File: config.mk
export PLATFORM = sky130hd
export DESIGN_NAME = status_array_reader_flat
export DESIGN_NICKNAME = d
export VERILOG_FILES = /design/src/rtl/status_array_reader_pkg.sv /design/src/rtl/status_array_reader_if.sv /design/src/rtl/status_array_reader_row_merge.sv /design/src/rtl/status_array_reader.sv /design/src/flat_wrapper.sv
export SDC_FILE = /design/constraint.sdc
export NUM_CORES = 1
export LEC_CHECK = 0
export ABC_AREA = 1
export CAP_MARGIN = 20
export CORE_MARGIN = 2
export CORE_UTILIZATION = 45
export DETAILED_ROUTE_END_ITERATION = 8
export PLACE_DENSITY = 0.85
export SLEW_MARGIN = 20
export SYNTH_ARGS = -nofsm -noshare
export SYNTH_HDL_FRONTEND = slang
export SYNTH_SLANG_ARGS = --single-unit
File: constraint.sdc
create_clock -name clk -period 2.85 [get_ports clk]
set_input_delay 0.4275 -clock clk [delete_from_list [all_inputs] [get_ports clk]]
set_output_delay 0.4275 -clock clk [all_outputs]
set_load 0.05 [all_outputs]
File: src/rtl/status_array_reader_pkg.sv
// Shared widths, FSM encoding and helpers for the instruction-cache status-array read port.
package status_array_reader_pkg;

   localparam int ADDR_WIDTH    = 6;
   localparam int ROW_WIDTH     = 8;
   localparam int NUM_BLOCKS    = 4;
   localparam int STAT_BITS     = ROW_WIDTH / NUM_BLOCKS;
   localparam int BLK_SEL_WIDTH = $clog2(NUM_BLOCKS);

   // Two-bit encoding leaves room for illegal codes, which the FSM folds back to WAIT_INIT.
   typedef enum logic [1:0] {
      ST_WAIT_INIT = 2'b00,
      ST_RUN       = 2'b01
   } state_t;

   // Valid flag (bit 0 of the block field) of the selected block within a status row.
   function automatic logic blk_valid_bit(input logic [ROW_WIDTH-1:0]     row,
                                          input logic [BLK_SEL_WIDTH-1:0] sel);
      logic v;
      v = 1'b0;
      for (int b = 0; b < NUM_BLOCKS; b++) begin
         if (sel == BLK_SEL_WIDTH'(b)) v = row[b*STAT_BITS];
      end
      return v;
   endfunction

endpackage

File: src/rtl/status_array_reader_if.sv
// Lookup request/response bundle between the fetch pipeline (master) and the status reader (slave).
interface status_array_reader_if;
   import status_array_reader_pkg::*;

   logic                     i_valid;
   logic [ADDR_WIDTH-1:0]    i_addr;
   logic [BLK_SEL_WIDTH-1:0] i_blk_sel;
   logic                     o_ready;
   logic                     o_valid;
   logic [ROW_WIDTH-1:0]     o_status;
   logic                     o_blk_valid;

   modport master (
      output i_valid, i_addr, i_blk_sel,
      input  o_ready, o_valid, o_status, o_blk_valid
   );

   modport slave (
      input  i_valid, i_addr, i_blk_sel,
      output o_ready, o_valid, o_status, o_blk_valid
   );

endinterface

File: src/rtl/status_array_reader_row_merge.sv
// Status-row merge: per block, take the fill-update field when it hit this read, else the SRAM field.
module status_array_reader_row_merge
   import status_array_reader_pkg::*;
(
   input  logic [ROW_WIDTH-1:0]  i_sram_row,
   input  logic                  i_upd_hit,
   input  logic [NUM_BLOCKS-1:0] i_upd_wmask,
   input  logic [ROW_WIDTH-1:0]  i_upd_row,
   output logic [ROW_WIDTH-1:0]  o_row
);

   genvar gi;
   generate
      for (gi = 0; gi < NUM_BLOCKS; gi++) begin : g_blk
         assign o_row[gi*STAT_BITS +: STAT_BITS] = (i_upd_hit & i_upd_wmask[gi])
                                                   ? i_upd_row[gi*STAT_BITS +: STAT_BITS]
                                                   : i_sram_row[gi*STAT_BITS +: STAT_BITS];
      end
   endgenerate

endmodule

File: src/rtl/status_array_reader.sv
// Status-array read port: two-stage lookup pipeline (SRAM address, then merged response) behind
// an init gate; i_halt acts as a clock enable on every register, matching the halted SRAM.
module status_array_reader
   import status_array_reader_pkg::*;
(
   input  logic                   clk,
   input  logic                   arst_n,
   input  logic                   i_halt,
   input  logic                   i_init_done,
   status_array_reader_if.slave   lkp,
   output logic [ADDR_WIDTH-1:0]  o_sram_addr,
   output logic                   o_sram_ren,
   input  logic [ROW_WIDTH-1:0]   i_sram_data,
   input  logic                   i_upd_valid,
   input  logic [ADDR_WIDTH-1:0]  i_upd_addr,
   input  logic [NUM_BLOCKS-1:0]  i_upd_wmask,
   input  logic [ROW_WIDTH-1:0]   i_upd_data
);

   state_t                   r_state;
   state_t                   w_state_next;
   logic                     w_ready;
   logic                     w_accept;
   logic                     w_upd_hit;
   logic [ROW_WIDTH-1:0]     w_merged_row;

   logic                     r_sram_ren;
   logic [ADDR_WIDTH-1:0]    r_sram_addr;
   logic [BLK_SEL_WIDTH-1:0] r_s1_blk_sel;

   logic                     r_s2_valid;
   logic [BLK_SEL_WIDTH-1:0] r_s2_blk_sel;
   logic                     r_s2_upd_hit;
   logic [NUM_BLOCKS-1:0]    r_s2_upd_wmask;
   logic [ROW_WIDTH-1:0]     r_s2_upd_data;

   always_ff @(posedge clk or negedge arst_n) begin
      if (!arst_n) begin
         r_state <= ST_WAIT_INIT;
      end else if (!i_halt) begin
         r_state <= w_state_next;
      end
   end

   always_comb begin
      w_state_next = ST_WAIT_INIT;
      w_ready      = 1'b0;
      case (r_state)
         ST_WAIT_INIT: w_state_next = i_init_done ? ST_RUN : ST_WAIT_INIT;
         ST_RUN: begin
            w_state_next = ST_RUN;
            w_ready      = ~i_halt;
         end
         default:      w_state_next = ST_WAIT_INIT;
      endcase
   end

   assign w_accept = lkp.i_valid & w_ready;

   // The SRAM returns pre-write data on a collision, so a fill hitting the row being read in
   // this cycle must be remembered and applied to the returned row next cycle.
   assign w_upd_hit = i_upd_valid & r_sram_ren & (i_upd_addr == r_sram_addr);

   always_ff @(posedge clk or negedge arst_n) begin
      if (!arst_n) begin
         r_sram_ren     <= 1'b0;
         r_sram_addr    <= '0;
         r_s1_blk_sel   <= '0;
         r_s2_valid     <= 1'b0;
         r_s2_blk_sel   <= '0;
         r_s2_upd_hit   <= 1'b0;
         r_s2_upd_wmask <= '0;
         r_s2_upd_data  <= '0;
      end else if (!i_halt) begin
         r_sram_ren <= w_accept;
         if (w_accept) begin
            r_sram_addr  <= lkp.i_addr;
            r_s1_blk_sel <= lkp.i_blk_sel;
         end
         r_s2_valid     <= r_sram_ren;
         r_s2_blk_sel   <= r_s1_blk_sel;
         r_s2_upd_hit   <= w_upd_hit;
         r_s2_upd_wmask <= i_upd_wmask;
         r_s2_upd_data  <= i_upd_data;
      end
   end

   status_array_reader_row_merge u_row_merge (
      .i_sram_row  (i_sram_data),
      .i_upd_hit   (r_s2_upd_hit),
      .i_upd_wmask (r_s2_upd_wmask),
      .i_upd_row   (r_s2_upd_data),
      .o_row       (w_merged_row)
   );

   // Response fields are forced to zero when no response is valid, so reset clears them at once.
   assign lkp.o_ready     = w_ready;
   assign lkp.o_valid     = r_s2_valid;
   assign lkp.o_status    = r_s2_valid ? w_merged_row : '0;
   assign lkp.o_blk_valid = r_s2_valid & blk_valid_bit(w_merged_row, r_s2_blk_sel);
   assign o_sram_ren      = r_sram_ren;
   assign o_sram_addr     = r_sram_addr;

endmodule

File: src/flat_wrapper.sv
// flat-port wrapper written by rule: the top's interface ports become plain ports
module status_array_reader_flat import status_array_reader_pkg::*;
  (clk, arst_n, i_halt, i_init_done, o_sram_addr, o_sram_ren, i_sram_data, i_upd_valid, i_upd_addr, i_upd_wmask, i_upd_data, lkp_i_valid, lkp_i_addr, lkp_i_blk_sel, lkp_o_ready, lkp_o_valid, lkp_o_status, lkp_o_blk_valid);
  status_array_reader_if lkp_i ();
  input  logic clk;
  input  logic arst_n;
  input  logic i_halt;
  input  logic i_init_done;
  output logic [ADDR_WIDTH-1:0] o_sram_addr;
  output logic o_sram_ren;
  input  logic [ROW_WIDTH-1:0] i_sram_data;
  input  logic i_upd_valid;
  input  logic [ADDR_WIDTH-1:0] i_upd_addr;
  input  logic [NUM_BLOCKS-1:0] i_upd_wmask;
  input  logic [ROW_WIDTH-1:0] i_upd_data;
  input wire logic [$bits(lkp_i.i_valid)-1:0] lkp_i_valid;
  input wire logic [$bits(lkp_i.i_addr)-1:0] lkp_i_addr;
  input wire logic [$bits(lkp_i.i_blk_sel)-1:0] lkp_i_blk_sel;
  output wire logic [$bits(lkp_i.o_ready)-1:0] lkp_o_ready;
  output wire logic [$bits(lkp_i.o_valid)-1:0] lkp_o_valid;
  output wire logic [$bits(lkp_i.o_status)-1:0] lkp_o_status;
  output wire logic [$bits(lkp_i.o_blk_valid)-1:0] lkp_o_blk_valid;
  assign lkp_i.i_valid = lkp_i_valid;
  assign lkp_i.i_addr = lkp_i_addr;
  assign lkp_i.i_blk_sel = lkp_i_blk_sel;
  assign lkp_o_ready = lkp_i.o_ready;
  assign lkp_o_valid = lkp_i.o_valid;
  assign lkp_o_status = lkp_i.o_status;
  assign lkp_o_blk_valid = lkp_i.o_blk_valid;
  status_array_reader u_core (.clk(clk), .arst_n(arst_n), .i_halt(i_halt), .i_init_done(i_init_done), .lkp(lkp_i), .o_sram_addr(o_sram_addr), .o_sram_ren(o_sram_ren), .i_sram_data(i_sram_data), .i_upd_valid(i_upd_valid), .i_upd_addr(i_upd_addr), .i_upd_wmask(i_upd_wmask), .i_upd_data(i_upd_data));
endmodule
==> After elaboration in Yosys (flattened, before gate mapping) <==
Cells that the tools add are included.
{ "word_totals": {"word_cells": 38, "in_bits": 40, "ff_bits": 27, "out_inout_bits": 18} }
{ "classes": {"bitwise": 9, "eq_ne": 5, "muxes": 12, "reduce_logical": 3} }
{ "op_table": {"columns": ["op", "count"], "rows": [
  ["bitwise AND 1 bit", 8],
  ["two-way mux 2 bit", 4],
  ["two-way mux 8 bit", 1],
  ["equality test 6 bit", 1],
  ["two-way mux 1 bit", 6],
  ["equality test 2 x 1 -> 1 bit (second input constant)", 2],
  ["equality test 2 bit (second input constant)", 2],
  ["zero test 2 bit", 2],
  ["case mux 2 bit (2 select lines)", 1],
  ["AND reduction 2 bit", 1],
  ["NOT 1 bit", 1]
]} }

==> Longest topological paths before layout <==
Gate-level depths: netlist of run 1.
{ "depth": {"ltp_word": 7, "mapped_depth": 8, "ltp_nobuf": 8} }

==> Hierarchy <==
Synthesis of run 1 repeated with hierarchy kept, for this count alone.
{ "hier_totals": {"hier_cells": 180, "area_unflattened_um2": 1348.8} }
{ "by_module_without_submodules": {"columns": ["module", "cells_each", "instances", "seq_area_each_um2", "area_per_inst_um2"], "rows": [
  ["status_array_reader", 151, 1, 650.6, 1217.4],
  ["status_array_reader_row_merge", 29, 1, 0.0, 131.4]
]} }

==> Worst setup path before layout of run 1 <==
OpenSTA, ideal clock, no wires.
{ "synth_timing": {"kind": "reg2out", "start": "reg u_core.r_s2_valid, in the netlist u_core.lkp.o_valid", "end": "out lkp_o_blk_valid", "arrival_time_ns": 1.753, "required_ns": 2.423, "path_stages_with_launch": 3, "setup_slack_ns": 0.669, "n_path_buf": 0, "path_cell_list": "dfrtp_1 > clkinv_1 > a21oi_1"} }
{ "synth_between": {"elab_chain_cells": 1} }
{ "synth_rtl": {"columns": ["element", "line", "source"], "rows": [
  ["start: declaration", "status_array_reader.sv:31", "logic r_s2_valid;"],
  ["start signal: assignment", "status_array_reader.sv:80", "r_s2_valid <= r_sram_ren;"],
  ["bitwise AND 1 bit", "status_array_reader.sv:100", "assign lkp.o_blk_valid = r_s2_valid & blk_valid_bit(w_merged_row, r_s2_blk_sel);"],
  ["end: declaration", "flat_wrapper.sv:22", "output wire logic [$bits(lkp_i.o_blk_valid)-1:0] lkp_o_blk_valid;"]
]} }
Every way passes these cells.

==> Worst setup path in the final report of run 1 <==
{ "layout_timing": {"start": "reg u_core.r_s2_upd_hit", "end": "out lkp_o_blk_valid"} }
{ "layout_between": {"elab_chain_cells": 7, "elab_cells_between_ends": 13, "classes_between": "mux (8); bitwise (5)"} }
{ "layout_rtl": {"columns": ["element", "line", "source"], "rows": [
  ["start: declaration", "status_array_reader.sv:33", "logic r_s2_upd_hit;"],
  ["start signal: assignment", "status_array_reader.sv:82", "r_s2_upd_hit <= w_upd_hit;"],
  ["bitwise AND 1 bit", "status_array_reader_row_merge.sv:15", "assign o_row[gi*STAT_BITS +: STAT_BITS] = (i_upd_hit & i_upd_wmask[gi])"],
  ["two-way mux 2 bit", "status_array_reader_row_merge.sv:16", "? i_upd_row[gi*STAT_BITS +: STAT_BITS]"],
  ["two-way mux 1 bit (3 in series)", "status_array_reader_pkg.sv:22", "if (sel == BLK_SEL_WIDTH'(b)) v = row[b*STAT_BITS];"],
  ["two-way mux 1 bit *", "status_array_reader_pkg.sv:22", null],
  ["bitwise AND 1 bit *", "status_array_reader.sv:100", null]
]} }
Every way passes the cells marked *; elsewhere a longest branch is shown, timed or not.

==> results of run 1 <==
-- what timing repair did --
item,CTS,global route
gates resized for setup,0,1
setup endpoints to repair,0,1
setup buffers,0,0
-- state kept, by name (all words and copies together) (netlist names) --
| name | count |
|---|---|
| u_core.r_s2_blk_sel | 2 |
| u_core.lkp.o_valid | 1 |
| u_core.r_s2_upd_hit | 1 |
| u_core.o_sram_ren | 1 |
| u_core.r_state | 1 |
| u_core.r_s2_upd_wmask | 4 |
| u_core.o_sram_addr | 6 |
| u_core.r_s2_upd_data | 8 |
| u_core.r_s1_blk_sel | 2 |
-- logic make-up after synthesis --
logic type             share of synthesized area (%)
AO/OA/AOI/OAI                                   8.58
AND/OR/NAND/NOR                                 31.3
buffers and inverters                           7.73
flip-flops                                      49.0
multiplexers                                    3.39
-- cells in the final DEF, fill, tap and decap left out, drive strengths merged --
cell,n
nand4,2
clkinv,1
nand2,71
mux2,3
buf,3
nand3b,1
nor2,8
a21oi,15
nand3,13
dfrtp,26
clkdlybuf4s50,56
clkbuf,4
o21ai,4
inv,14
-- report_power, final --
| group | switching [mW] | internal, mW | leakage, nW |
|---|---|---|---|
| Clock | 0.115 | 0.0784 | 0.0210 |
| Combinational | 0.176 | 0.132 | 0.610 |
| Sequential | 0.0294 | 0.406 | 0.306 |
-- area by class of cell --
| type | count | area (sq um) | area share [%] |
|---|---|---|---|
| multi-input cells | 117 | 574 | 29.4 |
| clock buffers | 4 | 36.3 | 1.86 |
| inverters | 15 | 58.8 | 3.01 |
| repair buffers | 59 | 596 | 30.5 |
| well taps | 31 | 38.8 | 1.98 |
| flip-flops and latches | 26 | 652 | 33.3 |
-- worst min-delay path by stage --
stage	startpoint	end	cells past startpoint
detailed placement	u_core.r_s2_upd_data[0]$_DFFE_PN0N_	u_core.r_s2_upd_data[0]$_DFFE_PN0N_	2
global placement	u_core.r_s2_upd_data[2]$_DFFE_PN0N_	u_core.r_s2_upd_data[2]$_DFFE_PN0N_	2
floorplan	arst_n	u_core.lkp.o_valid$_DFFE_PN0N_	0
CTS	arst_n	u_core.r_s2_upd_data[2]$_DFFE_PN0N_	2
finish	arst_n	u_core.r_s2_upd_wmask[2]$_DFFE_PN0N_	2
global route	arst_n	u_core.o_sram_addr[4]$_DFFE_PN0P_	2
-- worst max-delay path: cells and delay by family (launching register included) --
kind | cells | cell delay (ns)
compound gates | 1 | 0.14
buf+inv | 1 | 0.82
flops | 1 | 0.53
simple gates | 4 | 0.34
-- routing by layer --
layer | track usage, % | vias up
met3 | 1.98 | 7
met1 | 27.6 | 607
met2 | 36.9 | 39
li1 | - | 627
met4 | 10.3 | 0
met5 | 0 | -
==> flow_summary_export.csv, run 1 <==
group,metric,value,unit
outcome,result_of_the_run,"finished, final reports clean",
sta,hold_viol,0,
grt,all_layer_gr_usage,21.6,%
cts,clkSinkCount,26,
placed_design,dp_hpwl,2.51,mm
placed_design,gp_congestion,0.877,
grt,grt_first_pass_wirelength,5.70,mm
setup_path,critical_path_required,2.42,ns
sta,clock-skew-final,0.00495,ns
sta,worst_slew_pin_slew,0.505,ns
synthesis,mappedNetlistArea,1330,sq um
finish,post_route_cells_drive_above_1_share,10.4,%
setup_path,startpoint,"u_core.r_s2_upd_hit$_DFFE_PN0N_",
routing,detail_route.drc_violations,0,
routing,routed_wire_length_per_instance,13.1,um
synthesis,synth_enable_flop_cells,0,
finish,post_layout_nonfiller_instances,252,
routing,detail_route.vias_per_cell,5.08,
finish,final_area,1960,sq um
setup_path,crit_end,"lkp_o_blk_valid",
setup_path,cpMaxStageDelayCell,"clkdlybuf4s50_1",
setup_path,worst-path-max-fanout,13,
grt,grt_overflow,0,
cts,clk_transition_reported_paths,0.14,ns
synthesis,ys_dominant_reg_cell,"dfrtp_1",
setup_path,path_class,"reg -> out",
routing,m1WireLength,1.34,mm
setup_path,cpPeakStageDelay,0.82,ns
floorplanning,die_area,3400,sq um
power_and_ir_drop,powerDensity,479,nW/um^2
synthesis,async_flop_share,100,%
routing,wl_met3,177,um
setup_path,startpoint_type,"flip-flop",
setup_path,rr_startpoint,"u_core.r_state[0]$_DFFE_PN0N_",
synthesis,netlist_top_cells_area,"dfrtp_1, nand2_1, nand3_1, a21oi_1, inv_1",
cts,clkLatencyLatePin,0.33,ns
synthesis,netlist-cell-type-count,18,
setup_path,worst_r2r_path_depth,4,
floorplanning,starting_density,47.7,%
routing,first_pass_iters,4,
sta,slew_headroom,66.2,%
placed_design,placed_area,1920,sq um
setup_path,worst-r2r-setup-slack,1.61,ns
power_and_ir_drop,power.static_leakage,0.937,nW
synthesis,synth_nets,203,
sta,holdWs,0.439,ns
grt,first_global_vias,1325,
sta,min_period,2.60,ns
placed_design,placed_cells_incl_taps,248,
setup_path,crit_arrival,2.17,ns
routing,met2WireLength,1.71,mm
sta,final_number_of_setup_violating_endpoints,0,
routing,postRouteAntennaNets,0,
setup_path,crit_chain,"nand2_1, nand2_1, nand3_1, nand3_1, a21oi_1, clkdlybuf4s50_1",
sta,final.period_utilization,91.1,%
floorplanning,die_x,58.3,um
synthesis,post_synth_inst_count,163,
setup_path,r2r_end,"u_core.r_s1_blk_sel[0]$_DFFE_PN0P_",
synthesis,synth.ff_latch_count,26,
finish,antenna_cells,0,
routing,drt-total-wl,3.31,mm
synthesis,synth_most_common_cell,"nand2_1",
finish,post-route-util,70.3,%
synthesis,syn_area_per_cell,8.14,sq um
cts,cts_made_buffers,3,
placed_design,dpl_worst_slack,0.359,ns
sta,rsz_0062_raised_after_global_routing,"no",
power_and_ir_drop,fin_total_pwr,936,uW
cts,cts_tree,"built",
cts,post_cts_hold_buffer_count,0,
synthesis,synth.yosys.seq_area_share,49.0,%
finish,area_growth,47.3,%
worst_hold_path,hold_path.class,"in -> async",
sta,max_freq,385,MHz
cts,depth_of_the_cts_h_tree,1,
routing,drt_iter0_drc,48,
synthesis,top_cell_types_by_occurrence_after_synthesis,"nand2_1, dfrtp_1, inv_1, nand3_1, a21oi_1",
finish,fin_nets,262,
sta,final_max_slew_viol_count,0,
power_and_ir_drop,irDropWorstVdd,0.000384,V
floorplanning,die_h,58.3,um
floorplanning,fp-row-count,19,
cts,clk_path_buf_depth,2,
routing,top_layer_used,"met4",
synthesis,ys_warnings,0,
finish,final.fill_count,250,
floorplanning,design.portCount,58,
sta,setup_ws,0.255,ns
cts,cts-root-buf,"clkbuf_4",
grt,antenna_found_initial,0,
sta,setup_tns,0,ns
placed_design,portBuffers,57,
grt,grt_max_degree,27,
synthesis,yosysTopAreaCellShare,49.0,%
run,drv_cap,0,
synthesis,yosysTopAreaCell,"dfrtp_1",
routing,vias,1280,
setup_path,endpoint_kind,"output port",
floorplanning,core_area,2780,sq um
No activity file was read; power rests on OpenSTA's default activity.
==> inputs of run 2 (changes only) <==
Settings changed: CAP_MARGIN 20 to 25.
==> results of run 2 <==
Final layout, timing and power as in run 1 (identical DEF).
==> inputs of run 3 (changes only) <==
Settings changed: REMOVE_ABC_BUFFERS from default to 1.
==> flow_summary_export.csv, run 3 (same netlist as run 1, synthesis figures left out) <==
group,metric,value,unit
outcome,result_of_the_run,"finished, final reports clean",
finish,fin_nets,262,
setup_path,critical_path_required,2.42,ns
sta,holdWs,0.470,ns
grt,grt_overflow,0,
sta,worst_slew_pin_slew,0.518,ns
routing,drt_iter0_drc,47,
cts,clkLatencyLatePin,0.31,ns
grt,first_global_vias,1363,
sta,max_freq,394,MHz
routing,vias,1249,
finish,most_common_cell_after_layout_fill_and_taps_aside,"nand2_1",
sta,slew_headroom,65.4,%
floorplanning,die_h,58.3,um
floorplanning,design.portCount,58,
cts,post_cts.resized_instances,0,
grt,grt_most_used_layer,"met2",
grt,all_layer_gr_usage,20.2,%
run,drv_cap,0,
power_and_ir_drop,irDropWorstVdd,0.000326,V
power_and_ir_drop,fin_total_pwr,922,uW
routing,postRouteAntennaNets,0,
cts,cts.repair_timing.setup_buffer_count,0,
placed_design,dpl_worst_slack,0.353,ns
grt,grt_max_degree,27,
grt,met2_usage,38.4,%
placed_design,placed_cells_incl_taps,248,
finish,final_area,1960,sq um
sta,hold_viol,0,
cts,cts_tree,"built",
floorplanning,die_area,3400,sq um
floorplanning,die_x,58.3,um
floorplanning,starting_density,47.7,%
power_and_ir_drop,internal,616,uW
setup_path,crit_arrival,2.11,ns
finish,post_layout_nonfiller_instances,252,
placed_design,portBuffers,57,
setup_path,worst-path-max-fanout,13,
finish,register_bank_with_the_most_flops,"u_core.r_s2_upd_data",
power_and_ir_drop,powerDensity,471,nW/um^2
power_and_ir_drop,pwr-share-comb,33.2,%
finish,post-route-util,70.4,%
routing,drt-total-wl,3.20,mm
finish,mostFrequentLayoutCells,"nand2_1, clkdlybuf4s50_1, dfrtp_1",
routing,first_pass_iters,4,
setup_path,startpoint_type,"flip-flop",
power_and_ir_drop,switching_share,33.2,%
sta,min_period,2.54,ns
routing,detail_route.vias_per_cell,4.96,
power_and_ir_drop,power.static_leakage,0.954,nW
floorplanning,core_area,2780,sq um
power_and_ir_drop,power.sequential.fraction,47.2,%
cts,clkSinkCount,26,
cts,cts_made_buffers,3,
sta,final_number_of_setup_violating_endpoints,0,
sta,setup_tns,0,ns
finish,antenna_cells,0,
routing,detail_route.drc_violations,0,
placed_design,gp_congestion,0.772,
floorplanning,fp-row-count,19,
power_and_ir_drop,p_sw,306,uW
grt,groute.layer.met3.usage,5.05,%
finish,post_route_cells_drive_above_1_share,9.95,%
power_and_ir_drop,power_frac_clock,19.6,%
cts,clk_path_buf_depth,2,
setup_path,path_class,"reg -> out",
cts,post_cts_hold_buffer_count,0,
sta,setup_ws,0.311,ns
grt,use_met1,23.1,%
placed_design,placed_area,1920,sq um
sta,final_max_slew_viol_count,0,
grt,antenna_found_initial,0,
finish,max_reg_flops,8,
worst_hold_path,hold_path.class,"in -> async",
routing,routed_wire_length_per_instance,12.7,um
finish,area_growth,47.4,%
sta,final.period_utilization,89.1,%
sta,rsz_0062_raised_after_global_routing,"no",
grt,grt_first_pass_wirelength,5.38,mm
sta,clock-skew-final,0.00392,ns
placed_design,dp_hpwl,2.54,mm
cts,cts-root-buf,"clkbuf_4",
cts,clk_transition_reported_paths,0.14,ns
cts,depth_of_the_cts_h_tree,1,
setup_path,endpoint_kind,"output port",
## run 3: changes by cell type in the layout (fill, tap and decap cells not counted), sizes merged
cell           before  now
clkdlybuf4s50      56   55
dlymetal6s2s        0    1
## run 3: critical path, cell delays in order (launching register included)
cell,delay (ns)
dfrtp_1,0.61
nand3_1,0.18
a21oi_1,0.20
clkdlybuf4s50_1,0.82
## run 3: area by class of cell
type                            count  area (sq um)
Sequential cell                    26           651
Tap cell                           31          38.8
Clock buffer                        4          36.3
Timing Repair Buffer               59           598
Inverter                           15          58.8
Multi-Input combinational cell    117           574
Fill cell                         243           825
## run 3: layer usage
| metal | share of wire [%] | up-vias |
|---|---|---|
| li1 | - | 634 |
| met1 | 41 | 568 |
| met2 | 50 | 45 |
| met3 | 8.4 | 2 |
| met4 | 0.41 | 0 |
| met5 | 0 | - |
## run 3: worst paths after layout
kind	endpoint	cells past startpoint	from	slack, ns
max	lkp_o_status[2]	3	u_core.r_s2_upd_hit$_DFFE_PN0N_	0.31
min	u_core.r_s2_upd_data[2]$_DFFE_PN0N_	2	arst_n	0.47
max reg2reg	u_core.r_s1_blk_sel[0]$_DFFE_PN0P_	4	u_core.r_state[0]$_DFFE_PN0N_	1.61
min reg2reg	u_core.r_s2_upd_data[5]$_DFFE_PN0N_	2	u_core.r_s2_upd_data[5]$_DFFE_PN0N_	0.50
max in group asynchronous	u_core.r_s2_upd_data[6]$_DFFE_PN0N_	2	arst_n	2.12
min in group clk	u_core.r_s2_upd_data[5]$_DFFE_PN0N_	2	u_core.r_s2_upd_data[5]$_DFFE_PN0N_	0.50
## run 3: power groups by stage
stage,Combinational [mW],Sequential [mW],Clock [mW]
after floorplan,0.122,0.484,0
after global placement,0.301,0.440,0
after detailed placement,0.308,0.442,0
after CTS,0.310,0.435,0.186
after global routing,0.330,0.440,0.200
final,0.306,0.435,0.181
